### src/rtl/ann_pkg.sv
// Shared types and helpers for the fully-connected ANN layer:
// FSM state encoding, accumulator sizing, and the ReLU/requantise/saturate step.
package ann_pkg;

    typedef enum logic [1:0] {
        S_IN   = 2'd0,
        S_MAC  = 2'd1,
        S_EMIT = 2'd2
    } state_t;

    // Product width plus growth for summing n_in terms plus one extra sign bit,
    // so the accumulator cannot overflow even with a bias preset.
    function automatic int acc_width(input int data_w, input int n_in);
        return 2 * data_w + $clog2(n_in) + 1;
    endfunction

    // ReLU, arithmetic right shift, then clamp to the positive DATA_W range.
    function automatic longint relu_sat(input longint acc, input int shift, input int data_w);
        longint s;
        longint mx;
        mx = (longint'(1) <<< (data_w - 1)) - 1;
        if (acc <= 0) return 0;
        s = acc >>> shift;
        if (s > mx) return mx;
        return s;
    endfunction

endpackage

### src/rtl/ann_mac.sv
// Signed multiply-accumulate used by the layer: clr loads the preset value
// (zero or a scaled bias), en adds one a*b product.
module ann_mac
    import ann_pkg::*;
#(
    parameter int DATA_W = 8,
    parameter int ACC_W  = 19
) (
    input  logic                     clk,
    input  logic                     rst_n,
    input  logic                     clr,
    input  logic signed [ACC_W-1:0]  preset,
    input  logic                     en,
    input  logic signed [DATA_W-1:0] a,
    input  logic signed [DATA_W-1:0] b,
    output logic signed [ACC_W-1:0]  acc
);

    logic signed [2*DATA_W-1:0] prod;
    logic signed [ACC_W-1:0]    acc_d;
    logic signed [ACC_W-1:0]    acc_q;

    // Full-precision product and next accumulator value (clear has priority).
    always_comb begin
        prod  = (2*DATA_W)'(a) * (2*DATA_W)'(b);
        acc_d = acc_q;
        if (clr) begin
            acc_d = preset;
        end else if (en) begin
            acc_d = acc_q + ACC_W'(prod);
        end
    end

    // Accumulator register.
    always_ff @(posedge clk or negedge rst_n) begin
        if (!rst_n) begin
            acc_q <= '0;
        end else begin
            acc_q <= acc_d;
        end
    end

    assign acc = acc_q;

endmodule

### src/rtl/ann_mac_layer.sv
// Fully-connected ANN layer: N_OUT neurons over N_IN signed inputs, one shared
// MAC, then ReLU / shift / saturate. Weights arrive on a serial config stream.
// Optional feature macro: ANN_BIAS_EN adds N_OUT bias bytes after the weights
// and presets the accumulator with each neuron's scaled bias.
module ann_mac_layer
    import ann_pkg::*;
#(
    parameter int DATA_W = 8,
    parameter int N_IN   = 4,
    parameter int N_OUT  = 4,
    parameter int SHIFT  = 4
) (
    input  logic              clk,
    input  logic              rst_n,
    input  logic              ena,
    input  logic              cfg_we,
    input  logic [DATA_W-1:0] cfg_data,
    input  logic              in_valid,
    input  logic [DATA_W-1:0] in_data,
    output logic              in_ready,
    output logic              out_valid,
    output logic [DATA_W-1:0] out_data,
    input  logic              out_ready,
    output logic              busy
);

    localparam int ACC_W = acc_width(DATA_W, N_IN);
    localparam int N_WT  = N_IN * N_OUT;
`ifdef ANN_BIAS_EN
    localparam int N_CFG = N_WT + N_OUT;
`else
    localparam int N_CFG = N_WT;
`endif
    localparam int IN_W  = $clog2(N_IN);
    localparam int K_W   = $clog2(N_IN + 1);
    localparam int J_W   = (N_OUT > 1) ? $clog2(N_OUT) : 1;
    localparam int PTR_W = $clog2(N_CFG);

    state_t                    state_q, state_d;
    logic [IN_W-1:0]           in_cnt_q, in_cnt_d;
    logic [K_W-1:0]            k_q, k_d;
    logic [J_W-1:0]            j_q, j_d;
    logic [PTR_W-1:0]          ptr_q, ptr_d;
    logic                      out_valid_q, out_valid_d;
    logic [DATA_W-1:0]         out_data_q, out_data_d;
    logic signed [DATA_W-1:0]  buf_q [N_IN];
    logic signed [DATA_W-1:0]  buf_d [N_IN];
    logic signed [DATA_W-1:0]  w_q [N_WT];
    logic signed [DATA_W-1:0]  w_d [N_WT];

    logic                      cfg_take;
    logic [IN_W-1:0]           k_sel;
    logic                      mac_clr;
    logic                      mac_en;
    logic signed [ACC_W-1:0]   mac_preset;
    logic signed [DATA_W-1:0]  mac_a;
    logic signed [DATA_W-1:0]  mac_b;
    logic signed [ACC_W-1:0]   mac_acc;

    assign in_ready  = ena && (state_q == S_IN);
    assign busy      = (state_q != S_IN);
    assign out_valid = out_valid_q;
    assign out_data  = out_data_q;

    // Config bytes are only taken while no input vector is partially loaded.
    assign cfg_take = ena && cfg_we && (state_q == S_IN) && (in_cnt_q == '0);

    // Operand select; k_sel parks at 0 on the drain cycle so indices stay in range.
    always_comb begin
        k_sel = (k_q < K_W'(N_IN)) ? k_q[IN_W-1:0] : '0;
        mac_a = buf_q[k_sel];
        mac_b = w_q[int'(j_q) * N_IN + int'(k_sel)];
    end

`ifdef ANN_BIAS_EN
    logic signed [DATA_W-1:0] b_q [N_OUT];
    logic signed [DATA_W-1:0] b_d [N_OUT];
    logic [J_W-1:0]           preset_j;

    // Preset for the neuron about to start: j=0 from S_IN, j+1 from S_EMIT.
    always_comb begin
        preset_j = '0;
        if (state_q == S_EMIT && j_q != J_W'(N_OUT - 1)) begin
            preset_j = j_q + J_W'(1);
        end
        mac_preset = ACC_W'(b_q[preset_j]) <<< SHIFT;
    end

    // Serial config writer: weights first, then biases, pointer wraps after the last bias.
    always_comb begin
        w_d   = w_q;
        b_d   = b_q;
        ptr_d = ptr_q;
        if (cfg_take) begin
            if (int'(ptr_q) < N_WT) begin
                w_d[int'(ptr_q)] = cfg_data;
            end else begin
                b_d[int'(ptr_q) - N_WT] = cfg_data;
            end
            ptr_d = (ptr_q == PTR_W'(N_CFG - 1)) ? '0 : ptr_q + PTR_W'(1);
        end
    end

    // Bias registers.
    always_ff @(posedge clk or negedge rst_n) begin
        if (!rst_n) begin
            for (int i = 0; i < N_OUT; i++) b_q[i] <= '0;
        end else begin
            b_q <= b_d;
        end
    end
`else
    assign mac_preset = '0;

    // Serial config writer: weights only, pointer wraps after the last weight.
    always_comb begin
        w_d   = w_q;
        ptr_d = ptr_q;
        if (cfg_take) begin
            w_d[int'(ptr_q)] = cfg_data;
            ptr_d = (ptr_q == PTR_W'(N_CFG - 1)) ? '0 : ptr_q + PTR_W'(1);
        end
    end
`endif

    // FSM next state: gather inputs, run N_IN MACs plus a drain cycle, emit per neuron.
    always_comb begin
        state_d     = state_q;
        in_cnt_d    = in_cnt_q;
        k_d         = k_q;
        j_d         = j_q;
        buf_d       = buf_q;
        out_valid_d = out_valid_q;
        out_data_d  = out_data_q;
        mac_clr     = 1'b0;
        mac_en      = 1'b0;
        if (ena) begin
            case (state_q)
                S_IN: begin
                    if (in_valid) begin
                        buf_d[in_cnt_q] = in_data;
                        if (in_cnt_q == IN_W'(N_IN - 1)) begin
                            in_cnt_d = '0;
                            state_d  = S_MAC;
                            j_d      = '0;
                            k_d      = '0;
                            mac_clr  = 1'b1;
                        end else begin
                            in_cnt_d = in_cnt_q + IN_W'(1);
                        end
                    end
                end
                S_MAC: begin
                    if (k_q < K_W'(N_IN)) begin
                        mac_en = 1'b1;
                        k_d    = k_q + K_W'(1);
                    end else begin
                        k_d         = '0;
                        state_d     = S_EMIT;
                        out_valid_d = 1'b1;
                        out_data_d  = DATA_W'(relu_sat(longint'(mac_acc), SHIFT, DATA_W));
                    end
                end
                S_EMIT: begin
                    if (out_ready) begin
                        out_valid_d = 1'b0;
                        if (j_q == J_W'(N_OUT - 1)) begin
                            j_d     = '0;
                            state_d = S_IN;
                        end else begin
                            j_d     = j_q + J_W'(1);
                            state_d = S_MAC;
                            mac_clr = 1'b1;
                        end
                    end
                end
                default: begin
                    state_d = S_IN;
                end
            endcase
        end
    end

    // Control, buffer and weight registers.
    always_ff @(posedge clk or negedge rst_n) begin
        if (!rst_n) begin
            state_q     <= S_IN;
            in_cnt_q    <= '0;
            k_q         <= '0;
            j_q         <= '0;
            ptr_q       <= '0;
            out_valid_q <= 1'b0;
            out_data_q  <= '0;
            for (int i = 0; i < N_IN; i++) buf_q[i] <= '0;
            for (int i = 0; i < N_WT; i++) w_q[i] <= '0;
        end else begin
            state_q     <= state_d;
            in_cnt_q    <= in_cnt_d;
            k_q         <= k_d;
            j_q         <= j_d;
            ptr_q       <= ptr_d;
            out_valid_q <= out_valid_d;
            out_data_q  <= out_data_d;
            buf_q       <= buf_d;
            w_q         <= w_d;
        end
    end

    ann_mac #(
        .DATA_W (DATA_W),
        .ACC_W  (ACC_W)
    ) u_mac (
        .clk    (clk),
        .rst_n  (rst_n),
        .clr    (mac_clr),
        .preset (mac_preset),
        .en     (mac_en),
        .a      (mac_a),
        .b      (mac_b),
        .acc    (mac_acc)
    );

endmodule

### config.mk
export PLATFORM = sky130hd
export DESIGN_NAME = ann_mac_layer
export DESIGN_NICKNAME = d
export VERILOG_FILES = /design/src/rtl/ann_pkg.sv /design/src/rtl/ann_mac.sv /design/src/rtl/ann_mac_layer.sv
export SDC_FILE = /design/constraint.sdc
export NUM_CORES = 1
export LEC_CHECK = 0
export BUFFER_PORTS_ARGS = -buffer_cell sky130_fd_sc_hd__buf_2
export CORE_ASPECT_RATIO = 0.7
export CORE_MARGIN = 1
export CORE_UTILIZATION = 65
export CTS_CLUSTER_DIAMETER = 120
export CTS_CLUSTER_SIZE = 20
export DETAILED_ROUTE_END_ITERATION = 7
export PLACE_DENSITY = 0.82
export SETUP_SLACK_MARGIN = 0.4
export SLEW_MARGIN = 20
export SYNTH_ARGS = -nofsm -noshare
export SYNTH_HDL_FRONTEND = slang
export SYNTH_SLANG_ARGS = --single-unit
### constraint.sdc
create_clock -name clk -period 9.4 [get_ports clk]
set_input_delay 1.41 -clock clk [delete_from_list [all_inputs] [get_ports clk]]
set_output_delay 1.41 -clock clk [all_outputs]
set_load 0.03 [all_outputs]
== Yosys cells after proc, flatten, opt, wreduce, memory -nomap -nowiden ==
Index checks and enable logic that the tools add are counted.

* Register bits: 201
* Latch bits: 0
* Bits in writable memories: 0
* Bits in read-only memories: 0
* Output and inout port bits: 11
* Word-level logic and storage cells: 133
* Memories: 0

* $add $sub $neg: 6
* $mul: 1
* Div/mod/pow operators: 0
* $lt $le $gt $ge: 9
* Eq/ne operators: 9
* Shift operators: 0
* Muxes and demuxes: 56
* Bitwise logic cells: 5
* Reduce and logical (&&, ||, !) cells: 19

{| class="wikitable"
|+ Operators by type and width
! cell !! count
|-
| bitwise mux 128 bit || 1
|-
| >= comparator 32 x 5 -> 1 bit, second input constant || 2
|-
| two-way mux 8 bit || 8
|-
| two-way mux 19 bit || 2
|-
| binary-select mux 8 bit (select 4 bit) || 1
|-
| bitwise mux 32 bit || 1
|-
| demux 8 bit (select 4 bit) || 1
|-
| less-than comparator 32 x 1 -> 1 bit, second input constant || 1
|-
| NOT 4 -> 32 bit || 1
|-
| NOT 5 -> 32 bit || 1
|-
| two-way mux 1 bit || 20
|-
| two-way mux 2 bit || 10
|-
| adder 19 x 16 -> 19 bit || 1
|-
| less-or-equal comparator 19 x 1 -> 1 bit, second input constant || 1
|-
| binary-select mux 8 bit (select 2 bit) || 1
|-
| demux 8 bit (select 2 bit) || 1
|-
| multiplier 8 x 8 -> 16 bit || 1
|-
| greater-than comparator 15 x 8 -> 1 bit, second input constant || 1
|-
| AND reduction 5 bit || 2
|-
| nonzero test 2 bit || 5
|-
| two-way mux 3 bit || 3
|-
| AND reduction 4 bit || 2
|-
| two-way mux 7 bit || 1
|-
| == test 2 bit, second input constant || 3
|-
| 21 further kinds || 34
|}

== Depth between registers and ports, before layout ==
* Depth in word-level cells: 11
* Mapped depth: 26
* Gate-level depth less buffers: 22

== Cells and area by module ==
From an unflattened synthesis, not the netlist that was laid out.

* Cells, all modules: 1156
* Area, all modules: 12982.5 um^2

{| class="wikitable"
|+ Modules (own cells, without submodules)
! module !! instances !! cells an instance !! area an instance (um^2) !! sequential area each (um^2)
|-
| ann_mac_layer || 1 || 723 || 8765.9 || 4554.4
|-
| ann_mac || 1 || 433 || 4216.5 || 475.5
|}

== Worst setup path before layout ==
Ideal clock, no wire load.

* Kind: register to register
* Start point: register k_q[2]
* End point: register u_mac.acc_q[18] (netlist: u_mac.acc[18])
* Library setup time: 130 ps
* Data arrival time: 6071 ps
* Path slack: 3199 ps
* Cell stages (with the launch flop): 23
* Buffers on the path: 3
* Cell sequence: dfrtp_1 > buf_4 > nor2b_1 > buf_2 > buf_6 > mux2i_1 > mux4_2 > a21oi_4 > and2_1 > fa_1 > fa_1 > fa_1 > inv_1 > fa_1 > inv_1 > ha_1 > ha_1 > a21oi_1 > o211ai_1 > a2111oi_0 > o31ai_1 > xnor2_1 > o21ai_1

* Word-level cells in the longest chain between the ends: 11
* Elaborated cells on any way between the ends: 19
* Classes of those cells: add/sub (2); mul (1); order compare (1); mux (12); bitwise (2); reduce/logical (1)

{| class="wikitable"
|+ Ends and longest elaborated chain
! what !! line !! source
|-
| start, declared || ann_mac_layer.sv:41 || <nowiki>logic [K_W-1:0] k_q, k_d;</nowiki>
|-
| start signal, assigned || ann_mac_layer.sv:199 || <nowiki>k_q <= k_d;</nowiki>
|-
| less-than comparator 3 bit (*) || ann_mac_layer.sv:70, ann_mac_layer.sv:154 ||
|-
| two-way mux 2 bit || ann_mac_layer.sv:70 || <nowiki>k_sel = (k_q < K_W'(N_IN)) ? k_q[IN_W-1:0] : '0;</nowiki>
|-
| adder 4 x 2 -> 5 bit || ann_mac_layer.sv:72 || <nowiki>mac_b = w_q[int'(j_q) * N_IN + int'(k_sel)];</nowiki>
|-
| NOT 5 -> 32 bit (implied by the code) || ann_mac_layer.sv:72 ||
|-
| binary-select mux 8 bit (select 4 bit) || ann_mac_layer.sv:72 ||
|-
| two-way mux 8 bit (implied by the code) (2 in series) || ann_mac_layer.sv:72 ||
|-
| multiplier 8 x 8 -> 16 bit || ann_mac.sv:25 || <nowiki>prod = (2*DATA_W)'(a) * (2*DATA_W)'(b);</nowiki>
|-
| adder 19 x 16 -> 19 bit || ann_mac.sv:30 || <nowiki>acc_d = acc_q + ACC_W'(prod);</nowiki>
|-
| two-way mux 19 bit || ann_mac.sv:29 || <nowiki>end else if (en) begin</nowiki>
|-
| two-way mux 19 bit || ann_mac.sv:27 || <nowiki>if (clr) begin</nowiki>
|-
| end signal, assigned || ann_mac.sv:37 || <nowiki>acc_q <= '0;</nowiki>
|-
| end signal, assigned || ann_mac.sv:39 || <nowiki>acc_q <= acc_d;</nowiki>
|-
| end, declared || ann_mac.sv:21 || <nowiki>logic signed [ACC_W-1:0] acc_q;</nowiki>
|}

Every way passes the cells marked *; elsewhere a longest branch is shown, timed or not. The select of a mux whose other input is x is not followed.
A chain may end at the register's enable or synchronous reset.

== Worst setup path in the final report ==
Ends and elaborated chain as after synthesis.

==> flow_metrics.env <==
export IMPL_status="finished clean"
export IMPL_n_antenna_cell=0
export IMPL_criticalPathCategory="flop to flop"
export IMPL_stdcell_area_um2=13380
export IMPL_avgRoutedWirePerCell_um=19.69
export IMPL_boundaryPins=33
export IMPL_max_freq_ghz=0.1362
export IMPL_die_w_um=168.9
export IMPL_post_cts_resized=0
export IMPL_vias=8237
export IMPL_layout_nets=1259
export IMPL_mappedNetlistArea_um2=12680
export IMPL_cp_cell_sequence="nand2b_2 > buf_4 > a211oi_1 > a31oi_1 > and2_1 > fa_1 > fa_1 > fa_1 > inv_1 > fa_1 > inv_1 > ha_1 > ha_1 > a21oi_1 > o211ai_1 > a2111oi_0 > o31ai_1 > xnor2_1 > o21ai_1"
export IMPL_dr_pass1_iters=5
export IMPL_synth_edff_count=0
export IMPL_synth_avg_cell_area_um2=11.54
export IMPL_cp_max_fo=33
export IMPL_gp_congestion=0.8908
export IMPL_timing_hold_ws_ns=0.4773
export IMPL_antenna_found_initial=0
export IMPL_clkSinkCount=201
export IMPL_crit_family="adder cells"
export IMPL_syn_num_nets=1258
export IMPL_crit_required_ns=9.78
export IMPL_grt_max_degree=82
export IMPL_wl_um=26870
export IMPL_min_period_over_period_pct=78.10
export IMPL_period_needed_ns=7.341
export IMPL_yosys_area_top_type_share_pct=39.68
export IMPL_seq_area_frac_synth_pct=39.68
export IMPL_antenna_left=0
export IMPL_cts_tree="built"
export IMPL_path_buf_inv=3
export IMPL_cts_buffers_inserted=14
export IMPL_grt_pass1_vias=8481
export IMPL_rsz0062_at_grt="false"
export IMPL_htreeDepth=1
export IMPL_final_common_cell="dfrtp_1"
export IMPL_async_reset_ff_share_pct=100.0
export IMPL_cts_root_buf="clkbuf_16"
export IMPL_cts_buffer_depth=3
export IMPL_port_buffers=32
export IMPL_die_h_um=118.8
export IMPL_cap_violations=0
export IMPL_worst_setup_path_start_kind="flop"
export IMPL_track_usage_pct=28.80
export IMPL_setup_tns_ns=0
export IMPL_setup_viol=0
export IMPL_worst_slew_pin_slew_ns=0.9861
export IMPL_rows=42
export IMPL_ys_top_cells_by_area="dfrtp_1 40%, mux2_2 14%, fa_1 13%, ha_1 5.2%, nand2_1 3.3%"
export IMPL_most_common_layout_cells="200 x dfrtp_1, 158 x mux2_2, 110 x nand2_1"
export IMPL_drive_above_1_share_pct=21.07
export IMPL_placedCellCount=1347
export IMPL_cp_data_arrival_time_ns=7.72
export IMPL_slew_headroom_pct=33.95
export IMPL_synth_seq_cells=201
export IMPL_vias_per_cell=6.034
export IMPL_postCtsHoldBufs=0
export IMPL_die_area_um2=20070
export IMPL_cp_common_cell="fa_1"
export IMPL_drc=0
export IMPL_drv_slew=0
export IMPL_yosysUniqueCellTypes=49
export IMPL_fin_cells=1365
export IMPL_max_stage_delay_ns=0.72
export IMPL_clk_pin_slew_ns=0.10
export IMPL_dp_hpwl_um=19810
export IMPL_end_kind="flop"
export IMPL_post_cts_buffers=0
export IMPL_syn_inst=1098
export IMPL_drt_iter0_drc=674
export IMPL_core_um2=19020
export IMPL_grt_pass1_wl_um=44750
export IMPL_clock_latency_ns=0.50
export IMPL_syn_to_final_growth_pct=5.517
export IMPL_start_util_pct=66.63
export IMPL_yosys_warnings=0
export IMPL_grt_ovfl_total=0
export IMPL_yosys_area_top_type="dfrtp_1"
export IMPL_hold_path_class="flop to flop"
export IMPL_slowest_stage="and2_1"
export IMPL_fin_skew_ns=0.02966
export IMPL_place_area_um2=12980
export IMPL_ys_dominant_reg_cell="dfrtp_1"
export IMPL_finalHoldViolCount=0
-- layer usage --
metal  GRT usage, %  share of wire [%]  up-vias
met3          6.148                7.4       30
met5              0                  0        -
met4          6.364                1.6        0
met2          41.66                 43      278
li1               -                  -     3738
met1          44.74                 48     4191
-- synth_stat cells (3+ instances only) --
| master | count |
|---|---|
| ha_1 | 53 |
| nor2b_1 | 29 |
| nor2_1 | 23 |
| a21oi_2 | 6 |
| xor2_1 | 7 |
| a311oi_1 | 9 |
| buf_4 | 6 |
| and2_1 | 39 |
| nand3_1 | 20 |
| dfrtp_1 | 201 |
| a21oi_1 | 13 |
| fa_1 | 85 |
| mux2i_1 | 34 |
| xnor2_1 | 14 |
| buf_2 | 13 |
| buf_1 | 4 |
| o31ai_1 | 4 |
| nor4_1 | 4 |
| mux2_2 | 158 |
| inv_1 | 96 |
| nand2_1 | 110 |
| a21o_1 | 9 |
| a22o_1 | 8 |
| a31oi_1 | 20 |
| o21ai_0 | 28 |
| a211oi_1 | 34 |
| nand4_1 | 3 |
| mux4_2 | 8 |
| nand2b_1 | 3 |
| mux2_1 | 3 |
| clkbuf_1 | 29 |
-- flip-flops by register name (all words and copies together) (netlist names) --
| name | flops |
|---|---|
| buf_q | 32 |
| in_cnt_q | 2 |
| j_q | 2 |
| k_q | 3 |
| out_data | 8 |
| out_valid | 1 |
| ptr_q | 4 |
| state_q | 2 |
| u_mac.acc | 19 |
| w_q | 128 |
-- kinds of logic after synthesis --
group                    share of synthesized area, %
AND/OR/NAND/NOR                                 9.180
multiplexers                                    18.41
flip-flops                                      39.68
buffers and inverters                           4.866
AO/OA/AOI/OAI                                   7.758
adder cells (fa/ha/maj)                         18.66
XOR/XNOR                                        1.451
-- stage by stage --
stage	worst slack, ns	util [%]
2_1_floorplan	3.199	-
3_3_place_gp	2.338	68.22
3_5_place_dp	2.103	68.22
4_1_cts	2.084	70.29
5_1_grt	1.505	70.31
6_report	2.059	70.31
-- worst paths after layout --
path | from | to | slack [ns] | cells after the start
min in group asynchronous | rst_n | u_mac.acc[8] | 0.87 | 1
worst max-delay path | k_q[2] | u_mac.acc[18] | 2.06 | 19
worst min register to register | out_data[0] | out_data[0] | 0.48 | 2
worst max register to register | k_q[2] | u_mac.acc[18] | 2.06 | 19
max in group asynchronous | rst_n | w_q[66] | 6.62 | 3
worst min-delay path | out_data[0] | out_data[0] | 0.48 | 2
-- final cells by class --
class                           count  area, µm²
Multi-Input combinational cell    747       7034
Tap cell                          264      330.3
Clock buffer                       16      357.8
Fill cell                        1356       5648
Timing Repair Buffer               39      225.2
Clock inverter                      2      36.28
Inverter                           96      360.3
Sequential cell                   201       5031
-- worst register-to-register path: cells and delay by family (launching register included) --
family	cells	cell delay (ns)
adder cells (fa/ha/maj)	6	2.72
AO/OA/AOI/OAI	7	1.97
XOR/XNOR	1	0.16
flip-flops	1	0.50
AND/OR/NAND/NOR	2	1.31
buffers and inverters	3	0.58
Power is left out: the tool's default activity adds up to more than one toggle a clock period on the data nets, which glitch-free logic cannot reach.
